--- src/rtl/sd_para_loader.sv ---
// Loads up to SEG_NUM parameter segments from SD sectors into DDR, packing 16-bit SD words into OUT_W-bit writes.
// Latency: one DDR write one cycle after the SD word that completes a packed group; one SD request per sector.
// Backpressure: none; the DDR FIFO must take one write per SD word, and SD waits are bounded by TIMEOUT.
module sd_para_loader #(
  parameter int SEG_NUM   = 4,
  parameter int OUT_W     = 32,
  parameter int SEC_WORDS = 256,
  parameter int ADDR_W    = 28,
  parameter int CNT_W     = 24,
  parameter int TIMEOUT   = 1000000,
  localparam int IDX_W    = (SEG_NUM > 1) ? $clog2(SEG_NUM) : 1
) (
  input  logic                        clk,
  input  logic                        rst,
  input  logic                        start,
  input  logic [SEG_NUM-1:0]          seg_en,
  input  logic [SEG_NUM*32-1:0]       seg_sec_base,
  input  logic [SEG_NUM*CNT_W-1:0]    seg_len,
  input  logic [SEG_NUM*ADDR_W-1:0]   seg_ddr_base,
  input  logic                        sd_rd_busy,
  input  logic                        sd_rd_val_en,
  input  logic [15:0]                 sd_rd_val_data,
  output logic                        sd_rd_start_en,
  output logic [31:0]                 sd_rd_sec_addr,
  output logic                        ddr_wr_en,
  output logic [OUT_W-1:0]            ddr_wr_data,
  output logic [ADDR_W-1:0]           ddr_wr_addr,
  output logic                        busy,
  output logic                        done,
  output logic                        err,
  output logic [IDX_W-1:0]            seg_idx,
  output logic [31:0]                 seg_sum,
  output logic                        seg_sum_vld
);

  localparam int R     = OUT_W / 16;
  localparam int PTR_W = $clog2(SEG_NUM + 1);
  localparam int GRP_W = (R > 1) ? $clog2(R) : 1;
  // Holds the segment's 16-bit word count plus the tail of the last sector (ratio up to 8).
  localparam int WD_W  = CNT_W + 4;

  typedef enum logic [2:0] {IDLE, SEL, REQ, XFER, NXT, FIN} state_t;

  state_t state, state_nxt;

  logic [SEG_NUM-1:0] lat_en;
  logic [31:0]        lat_sec [SEG_NUM];
  logic [CNT_W-1:0]   lat_len [SEG_NUM];
  logic [ADDR_W-1:0]  lat_ddr [SEG_NUM];

  logic [PTR_W-1:0]   seg_ptr;
  logic [WD_W-1:0]    sec_cnt;
  logic [WD_W-1:0]    wd_cnt;
  logic [GRP_W-1:0]   grp_cnt;
  logic [ADDR_W-1:0]  pk_cnt;
  logic [OUT_W-1:0]   pack_buf;
  logic [OUT_W-1:0]   pack_nxt;
  logic [31:0]        sum_acc;
  logic [31:0]        last_sum;
  logic [31:0]        to_cnt;

  logic               sel_found;
  logic [IDX_W-1:0]   sel_idx;
  logic [WD_W-1:0]    need_words;
  logic               seg_complete;
  logic               to_hit;

  assign need_words   = WD_W'(lat_len[seg_idx]) * WD_W'(R);
  // Completion is counted in whole sectors; the tail of the last sector is drained but dropped.
  assign seg_complete = ((sec_cnt + WD_W'(1)) * WD_W'(SEC_WORDS)) >= need_words;
  assign to_hit       = (to_cnt == 32'(TIMEOUT - 1));

  // Lowest enabled, non-empty segment at or after the scan pointer.
  always_comb begin
    sel_found = 1'b0;
    sel_idx   = '0;
    for (int i = SEG_NUM - 1; i >= 0; i--) begin
      if (i >= int'(seg_ptr) && lat_en[i] && lat_len[i] != '0) begin
        sel_found = 1'b1;
        sel_idx   = IDX_W'(i);
      end
    end
  end

  // Drop the incoming SD word into its slot of the packing buffer.
  always_comb begin
    pack_nxt = pack_buf;
    for (int k = 0; k < R; k++) begin
      if (grp_cnt == GRP_W'(k)) pack_nxt[16*k +: 16] = sd_rd_val_data;
    end
  end

  // State register.
  always_ff @(posedge clk) begin
    if (rst) state <= IDLE;
    else     state <= state_nxt;
  end

  // Next-state logic; a timeout in either wait state aborts the whole load.
  always_comb begin
    state_nxt = state;
    case (state)
      IDLE:    if (start) state_nxt = SEL;
      SEL:     state_nxt = sel_found ? REQ : FIN;
      REQ:     if (sd_rd_busy) state_nxt = XFER;
               else if (to_hit) state_nxt = FIN;
      XFER:    if (!sd_rd_busy) state_nxt = NXT;
               else if (to_hit) state_nxt = FIN;
      NXT:     state_nxt = seg_complete ? SEL : REQ;
      FIN:     state_nxt = IDLE;
      default: state_nxt = IDLE;
    endcase
  end

  // State-decoded outputs.
  always_comb begin
    sd_rd_start_en = (state == REQ);
    sd_rd_sec_addr = (state == REQ) ? lat_sec[seg_idx] + 32'(sec_cnt) : 32'h0;
    busy           = (state != IDLE) && (state != FIN);
    done           = (state == FIN);
    seg_sum_vld    = (state == NXT) && seg_complete;
    seg_sum        = seg_sum_vld ? sum_acc : last_sum;
  end

  // Descriptor latch, per-segment counters, packing, checksum and timeout.
  always_ff @(posedge clk) begin
    if (rst) begin
      lat_en      <= '0;
      for (int i = 0; i < SEG_NUM; i++) begin
        lat_sec[i] <= '0;
        lat_len[i] <= '0;
        lat_ddr[i] <= '0;
      end
      seg_ptr     <= '0;
      seg_idx     <= '0;
      sec_cnt     <= '0;
      wd_cnt      <= '0;
      grp_cnt     <= '0;
      pk_cnt      <= '0;
      pack_buf    <= '0;
      sum_acc     <= '0;
      last_sum    <= '0;
      to_cnt      <= '0;
      err         <= 1'b0;
      ddr_wr_en   <= 1'b0;
      ddr_wr_data <= '0;
      ddr_wr_addr <= '0;
    end else begin
      ddr_wr_en <= 1'b0;

      if (state == IDLE && start) begin
        lat_en  <= seg_en;
        for (int i = 0; i < SEG_NUM; i++) begin
          lat_sec[i] <= seg_sec_base[32*i +: 32];
          lat_len[i] <= seg_len[CNT_W*i +: CNT_W];
          lat_ddr[i] <= seg_ddr_base[ADDR_W*i +: ADDR_W];
        end
        seg_ptr <= '0;
        err     <= 1'b0;
      end

      // Every segment starts with an empty packing buffer and fresh counters.
      if (state == SEL && sel_found) begin
        seg_idx  <= sel_idx;
        seg_ptr  <= PTR_W'(sel_idx) + PTR_W'(1);
        sec_cnt  <= '0;
        wd_cnt   <= '0;
        grp_cnt  <= '0;
        pk_cnt   <= '0;
        pack_buf <= '0;
        sum_acc  <= '0;
      end

      if (state == XFER && sd_rd_val_en) begin
        wd_cnt <= wd_cnt + WD_W'(1);
        if (wd_cnt < need_words) begin
          sum_acc  <= sum_acc + {16'h0, sd_rd_val_data};
          pack_buf <= pack_nxt;
          if (grp_cnt == GRP_W'(R - 1)) begin
            grp_cnt     <= '0;
            ddr_wr_en   <= 1'b1;
            ddr_wr_data <= pack_nxt;
            ddr_wr_addr <= lat_ddr[seg_idx] + pk_cnt;
            pk_cnt      <= pk_cnt + ADDR_W'(1);
          end else begin
            grp_cnt <= grp_cnt + GRP_W'(1);
          end
        end
      end

      if (state == NXT) begin
        if (seg_complete) last_sum <= sum_acc;
        else              sec_cnt  <= sec_cnt + WD_W'(1);
      end

      if ((state == REQ || state == XFER) && state_nxt == FIN) err <= 1'b1;

      if (state_nxt != state)                 to_cnt <= '0;
      else if (state == REQ || state == XFER) to_cnt <= to_cnt + 32'd1;
    end
  end

endmodule

--- config.mk ---
export PLATFORM = sky130hd
export DESIGN_NAME = sd_para_loader
export DESIGN_NICKNAME = d
export VERILOG_FILES = /design/src/rtl/sd_para_loader.sv
export SDC_FILE = /design/constraint.sdc
export NUM_CORES = 1
export LEC_CHECK = 0
export BUFFER_PORTS_ARGS = -buffer_cell sky130_fd_sc_hd__buf_2
export CORE_ASPECT_RATIO = 2
export CORE_MARGIN = 3
export CORE_UTILIZATION = 31
export DETAILED_ROUTE_END_ITERATION = 12
export SYNTH_ARGS = -nofsm -noshare
export SYNTH_HDL_FRONTEND = slang
export SYNTH_SLANG_ARGS = --single-unit
--- constraint.sdc ---
create_clock -name clk -period 15.2 [get_ports clk]
set_input_delay 1.52 -clock clk [delete_from_list [all_inputs] [get_ports clk]]
set_output_delay 1.52 -clock clk [all_outputs]
set_load 0.01 [all_outputs]
# Word level (Yosys, flattened, before mapping)
# Memories as Yosys holds them, arrays and structs flattened. A register that Yosys moved wholly into a read port is not among the register bits.
# Index checks and enable logic that the tools add are counted.
dict set report classes {
  n_lt_le_gt_ge 6
  add_sub_neg 9
  eq_ne 9
  bitwise 14
  muxes 66
  reduce_logical 28
}
# operator n
set ops {}
lappend ops {{two-way mux 32 bit} 12}
lappend ops {{two-way mux 28 bit} 13}
lappend ops {{two-way mux 24 bit} 4}
lappend ops {{nonzero test 24 bit} 4}
lappend ops {{adder 28 x 1 -> 28 bit (second input constant)} 3}
lappend ops {{adder 32 x 1 -> 32 bit (second input constant)} 1}
lappend ops {{adder 32 x 16 -> 32 bit} 1}
lappend ops {{adder 32 x 28 -> 32 bit} 1}
lappend ops {{equality test 32 x 20 -> 1 bit (second input constant)} 1}
lappend ops {{two-way mux 16 bit} 2}
lappend ops {{adder 28 bit} 1}
lappend ops {{greater-or-equal comparator 28 x 25 -> 1 bit} 1}
lappend ops {{< comparator 28 x 25 -> 1 bit} 1}
lappend ops {{two-way mux 2 bit} 11}
lappend ops {{two-way mux 3 bit} 7}
lappend ops {{two-way mux 1 bit} 16}
lappend ops {{one-hot mux 3 bit (5 select lines)} 1}
lappend ops {{logical AND 1 bit} 14}
lappend ops {{OR 1 bit} 12}
lappend ops {{equality test 3 bit (second input constant)} 3}
lappend ops {{equality test 3 x 2 -> 1 bit (second input constant)} 2}
lappend ops {{greater-or-equal comparator 1 x 3 -> 1 bit (first input constant)} 2}
lappend ops {{greater-or-equal comparator 2 x 3 -> 1 bit (first input constant)} 2}
lappend ops {{nonzero test 2 bit} 3}
lappend ops {{13 further kinds} 14}
dict set report word_totals {
  n_memories 3
  mem_bits_rw 336
  regBits 287
  inputBits 361
}
# memory depth word_bits rd rd_clocked_by_memory_dff write_ports line
set mem_list {}
lappend mem_list {lat_sec 4 32 1 1 4 47} ;# logic [31:0] lat_sec [SEG_NUM];
lappend mem_list {lat_ddr 4 28 1 1 4 49} ;# logic [ADDR_W-1:0] lat_ddr [SEG_NUM];
lappend mem_list {lat_len 4 24 5 1 4 48} ;# logic [CNT_W-1:0] lat_len [SEG_NUM];

# Depth between registers and ports, before layout
# Gate-level depths: netlist (run 1).
dict set report logic_depth {
  depth_word 12
  mapped_depth 19
  mapped_depth_nobuf 15
}

# Worst setup path before layout (run 1)
# Ideal clock, no wire load.
dict set report synth_timing {
  path_type {in2reg}
  startpoint {in rst}
  endpoint {mem lat_ddr[0][0], enable pin}
  arrival_time_ps 10325
  path_buffers 3
  slack_ps 4116
  stages 4
  required_time_ps 14441
  setup_ps 759
  cell_sequence {clkbuf_1 clkbuf_1 clkbuf_1 nand2b_1}
}
# element line
set synth_lines {}
lappend synth_lines {{start, declared} 14} ;# input logic rst,
lappend synth_lines {{end, declared} 49}

==> results.toml, run 1 <==
[sta]
finalSetupViolCount = 0
period_share_pct = 47.4
tns_ns = 0
relSlewSlack_pct = 22.6
finalHoldViolCount = 0
fin_crit_ns = 7.21
clock.fmax_mhz = 139
worstMarginPinSlew_ns = 1.16
final_max_slew_viol_count = 0
rsz0062_at_grt = "no"
hold_ws_ns = 0.449
clock_skew_ns = 0.0367

[routing]
drc_errors = 0
drt_first_pass_iters = 5
wirelength_um = 90800
via_per_inst = 4.98
drt-initial-drc-count = 1396
wire_per_inst_um = 19.5
vias = 23200
route.antenna.remaining_nets = 0

[critical_path]
start_kind = "flop"
worstPathMaxFanout = 47
crit_required_ns = 13.68
end_kind = "output pin"
worstSetupPathType = "flop to output pin"
arrival_ns = 5.69

[cells_and_area]
drive_above_1_share_pct = 22.6
most-common-layout-cells = "491 x buf_2, 349 x and2_1, 336 x edfxtp_1"
final_common_cell = "buf_2"
syn2layout_area_growth_pct = 18.5
nets = 3770
fin_cells = 4651

[placed_design]
hpwlAfterDp_um = 68700
port_buffers = 492
gp_congestion = 0.868
dp_cells = 4542

[yosys]
ys_warn_count = 0
yosys.cell_types.count = 78
ys_seq_area_share_pct = 50.9
synth_mux_area_share_pct = 7.98
async_flop_share_pct = 0
synth_xor_xnor_area_share_pct = 2.95
synth_fa_ha_area_share_pct = 4.97
synth-compound-area-share_pct = 9.83
netlist_area_sq_um = 30600
synth_edf_count = 336
syn_area_per_cell_sq_um = 10.7
yosys.area_share.simple_pct = 20.8
synthFlopType = "edfxtp_1"
synth-seq-cells = 609
syn_nets = 3337
synthCells = 2857
synth_top_family_by_area = "simple AND/OR/NAND/NOR gates"

[grt]
track_usage_pct = 17.2
grt_overflow_total = 0
grt_pass1_wl_um = 138000
antenna_found_initial = 6
grt_pass1_vias = 23600
grt_max_degree = 124

[floorplanning]
core-area_sq_um = 97700
placementRows = 162
die_y_um = 450
dieArea_sq_um = 103000
die_w_um = 228
start_util_pct = 31.3
pin_count = 493

[clocking]
cts-hold-fix-buffers = 0
cts_root_buffer = "clkbuf_16"
cts_max_level = 2
post_cts_buffers = 0
cts_buffers = 58
clk_pin_slew_ns = 0.07
clock-sinks = 609
cts_resized = 0
max-clock-path-buffers = 3
clk_latency_ns = 0.66
cts_tree = "yes"

[pwr]
vdd_drop_max_mv = 0.0921
p_leak_nw = 14.7
p_int_mw = 3.05
p_per_area_nw_per_um2 = 118
pwr-share-comb_pct = 17.3
switchingPower_mw = 1.22
pwr-share-clk_pct = 34.2
p_seq_share_pct = 48.5
netSwitchingFraction_pct = 28.6

[min_path]
hp-class = "flop to flop"
min_from = "ddr_wr_data[1]"

[flow_run]
drv_cap = 0

[outcome]
status = "finished, final reports clean"
==> routing by layer <==
layer / vias up / wire (um) / GRT usage (%)
met1: 11200 / 33900 / 18.7
li1: 11200 / - / -
met3: 118 / 4750 / 2.95
met4: 6 / 2530 / 5.33
met5: - / 23 / 0
met2: 676 / 49600 / 33.4
==> cell usage after synthesis (7+ instances only) <==
cell	number	area, sq um
nand2_1	228	856
nand2b_1	20	125
o211ai_1	14	105
nor2_1	203	762
xnor2_1	49	429
nor4_1	41	257
ha_1	116	1450
a311oi_1	9	78.8
a22o_1	19	166
and4_1	7	61.3
nand3_1	98	490
nor3_1	39	195
and3_1	37	231
mux2_2	31	349
dfxtp_1	273	5470
o21ai_0	88	440
xor2_1	54	473
buf_1	14	52.6
nand3b_1	12	90.1
or2_2	13	81.3
or4_1	11	82.6
nor2b_1	50	313
a21oi_1	192	961
nand4_1	36	225
inv_1	59	221
a31oi_1	28	175
clkbuf_1	110	413
nor3b_1	10	75.1
mux4_2	83	1870
edfxtp_1	336	10100
buf_2	20	100
and2_1	349	2180
a21o_1	58	435
mux2i_1	15	150
a211oi_1	19	143
or3_1	25	156
==> worst paths after layout <==
kind	to	cells past startpoint	slack [ns]
min reg2reg	ddr_wr_data[1]	2	0.45
max	sd_rd_sec_addr[30]	13	7.99
min	ddr_wr_data[1]	2	0.45
max reg2reg	ddr_wr_addr[25]	12	9.80
==> per-stage QoR <==
stage	total power [mW]	setup WS, ns	utilization [%]	cell area (sq um)
3_5_place_dp	2.86	8.61	35.2	34400
3_3_place_gp	2.85	8.66	35.2	34400
6_report	4.27	7.99	37.1	36300
5_1_grt	4.47	7.58	37.1	36300
4_1_cts	4.34	7.87	37.1	36300
2_1_floorplan	2.62	4.12	-	30600
==> flip-flops by register name, summed over array words and instances, names as in the netlist, 2 cells and up, named ones only <==
signal / cells
lat_sec: 128
lat_ddr: 112
lat_len: 96
ddr_wr_data: 32
last_sum: 32
sum_acc: 32
to_cnt: 32
ddr_wr_addr: 28
pk_cnt: 28
sec_cnt: 28
wd_cnt: 28
pack_buf: 16
lat_en: 4
seg_ptr: 3
state: 3
seg_idx: 2
==> area by class of cell <==
class / instances / area, sq um
fillers: 9897 / 61400
diodes: 2 / 5.00
well taps: 1312 / 1640
clock inverters: 40 / 330
clock buffers: 67 / 1550
flip-flops and latches: 609 / 15600
multi-input cells: 2044 / 14300
inverters: 59 / 221
repair buffers: 518 / 2660
==> worst max-delay path, stage by stage, from the launching register on <==
cell     delay (ns)
dfxtp_4        0.85
buf_4          0.82
mux4_2         0.60
ha_1           0.35
and3_1         0.24
and2_1         0.19
a21oi_1        0.11
o21ai_0        0.20
o21ai_0        0.41
a31oi_1        0.21
a31oi_1        0.46
o21ai_0        0.14
a21oi_1        0.16
buf_2          0.15
==> logic make-up after synthesis <==
| group | count (synthesis) |
|---|---|
| muxes | 134 |
| adders and majority gates | 120 |
| AOI/OAI and AO/OA | 488 |
| and+or+nand+nor | 1199 |
| buffers and inverters | 204 |
| xor gates and xnor gates | 103 |
| DFF | 609 |
==> power by group through the flow <==
stage / sequential, mW / combinational, mW / clock, mW
after floorplan: 2.11 / 0.506 / 0
after global placement: 2.10 / 0.742 / 0
after detailed placement: 2.11 / 0.751 / 0
after CTS: 2.08 / 0.753 / 1.51
after global routing: 2.09 / 0.817 / 1.56
final: 2.07 / 0.740 / 1.46
(Power assumes the default switching activity.)
==> run 2, diff against run 1 <==
==> constraint.sdc (replaced) <==
create_clock -name clk -period 7.5 [get_ports clk]
set_input_delay 0.75 -clock clk [delete_from_list [all_inputs] [get_ports clk]]
set_output_delay 0.75 -clock clk [all_outputs]
set_load 0.01 [all_outputs]
==> run 2 against run 1 <==
Against the previous run: sequential power is 100% higher; cell area is 0.32% higher; worst hold slack worse by 0.093 ns; count of clock-buffer cells in the layout is 3 higher; combinational power is 100% higher; worst setup slack worse by 6.2 ns; power is 100% higher; clock power is 110% higher; sequential share of layout area is 0.14 points lower; utilization is 0.12 points higher; first-iteration DRC count is 7.4% higher; largest cell class unchanged.
==> results.toml, run 2 (synthesis results as in run 1) <==
[outcome]
status = "finished, final reports clean"

[clocking]
clk_latency_ns = 0.66
max-clock-path-buffers = 3
cts_resized = 0
cts_buffers = 57
clk_pin_slew_ns = 0.07
cts_tree = "yes"
cts_root_buffer = "clkbuf_16"
cts-hold-fix-buffers = 0
clock-sinks = 609
cts_max_level = 2
post_cts_buffers = 0

[pwr]
switchingPower_mw = 2.45
p_int_mw = 6.28
netSwitchingFraction_pct = 28.1
p_leak_nw = 14.8
vdd_drop_max_mv = 0.211
p_per_area_nw_per_um2 = 240
p_seq_share_pct = 48.2
pwr-share-clk_pct = 34.7
pwr-share-comb_pct = 17.1

[routing]
drt-initial-drc-count = 1500
drt_first_pass_iters = 6
wirelength_um = 91000
wire_per_inst_um = 19.5
vias = 23300
via_per_inst = 5.00
route.antenna.remaining_nets = 0
drc_errors = 0

[cells_and_area]
drive_above_1_share_pct = 22.8
regMostFlops = "lat_sec"
reg_top3 = "lat_sec x128, lat_ddr x112, lat_len x96"
most-common-layout-cells = "491 x buf_2, 349 x and2_1, 336 x edfxtp_1"
nets = 3773
syn2layout_area_growth_pct = 18.9
largest_reg_flops = 128
fin_area_sq_um = 36400
final_common_cell = "buf_2"

[placed_design]
hpwlAfterDp_um = 69600
gp_congestion = 0.892
port_buffers = 492
postPlaceCellArea_sq_um = 34400

[critical_path]
end_kind = "output pin"
rr_startpoint = "sec_cnt[1]"
worstPathMaxFanout = 23
reg2reg_depth = 15
r2r_slack_ns = 2.59
start_kind = "flop"
rr_endpoint = "to_cnt[13]"
worstSetupPathType = "flop to output pin"
arrival_ns = 4.99
crit_required_ns = 6.75

[floorplanning]
pin_count = 493
start_util_pct = 31.3
core-area_sq_um = 97700
dieArea_sq_um = 103000
die_y_um = 450
placementRows = 162
die_w_um = 228

[grt]
grt_pass1_vias = 23900
grt_pass1_wl_um = 139000
grt_overflow_total = 0
track_usage_pct = 17.3
antenna_found_initial = 6
grt_max_degree = 243

[sta]
final_max_slew_viol_count = 0
fin_crit_ns = 5.74
period_share_pct = 76.5
worstMarginPinSlew_ns = 1.11
finalHoldViolCount = 0
rsz0062_at_grt = "no"
finalSetupViolCount = 0
clock.fmax_mhz = 174
clock_skew_ns = 0.0476
relSlewSlack_pct = 25.7
tns_ns = 0

[min_path]
min_from = "seg_en[0]"
worstHoldEndpoint = "lat_en[0]"
hold_depth = 3
hp-class = "primary input to flop"

[flow_run]
drv_cap = 0
==> run 2: per-layer routing <==
layer | track usage [%] | part of all wire (%) | vias to the layer above
li1 | - | - | 11200
met1 | 18.7 | 37 | 11100
met2 | 32.7 | 53 | 727
met3 | 2.80 | 4.9 | 178
met4 | 7.76 | 4.7 | 6
met5 | 0 | 0.029 | -
==> run 2: critical path: stages (launching register included) <==
cell       delay, ns
dfxtp_4         0.63
mux4_2          0.61
ha_1            0.37
a21o_1          0.20
a31o_2          0.26
a2111oi_0       0.52
buf_4           0.22
nor3_1          0.09
o21ai_0         0.44
a31oi_1         0.23
a31oi_1         0.25
xor2_1          0.24
nor2_1          0.10
buf_2           0.17
==> run 2: final cells by class <==
cell class | count | area [sq um]
Fill cell | 9782 | 61300
Multi-Input combinational cell | 2044 | 14300
Timing Repair Buffer | 522 | 2720
Tap cell | 1312 | 1640
Antenna cell | 2 | 5.00
Clock inverter | 36 | 439
Sequential cell | 609 | 15600
Clock buffer | 70 | 1510
Inverter | 59 | 221
==> run 2: worst max path at each step <==
stage          start  slack, ns                 end  depth (start not counted)
5_1_grt         flop       1.47  sd_rd_sec_addr[30]                         10
2_1_floorplan    rst       1.14       lat_ddr[0][0]                          4
4_1_cts         flop       1.63  sd_rd_sec_addr[25]                         13
3_3_place_gp    flop       2.38  sd_rd_sec_addr[25]                         13
3_5_place_dp    flop       2.38  sd_rd_sec_addr[25]                         13
6_report        flop       1.76  sd_rd_sec_addr[25]                         13
==> run 2: power groups by stage <==
stage          logic (mW)  registers (mW)  clock network [mW]
6_report             1.49            4.21                3.03
3_3_place_gp         1.50            4.28                   0
3_5_place_dp         1.51            4.29                   0
4_1_cts              1.52            4.22                3.13
2_1_floorplan        1.03            4.22                   0
5_1_grt              1.66            4.25                3.24
==> run 2: through the flow <==
| step | hold slack (ns) | setup WS [ns] | instances | util [%] | total power [mW] |
|---|---|---|---|---|---|
| finish | 0.356 | 1.76 | 4654 | 37.2 | 8.73 |
| global route | 0.325 | 1.47 | 4654 | 37.2 | 9.15 |
| CTS | 0.308 | 1.63 | 4652 | 37.2 | 8.86 |
| detailed placement | 0.444 | 2.38 | 4546 | 35.2 | 5.80 |
| global placement | 0.436 | 2.38 | 4546 | 35.2 | 5.77 |
| floorplan | 0.437 | 1.14 | 2857 | - | 5.25 |
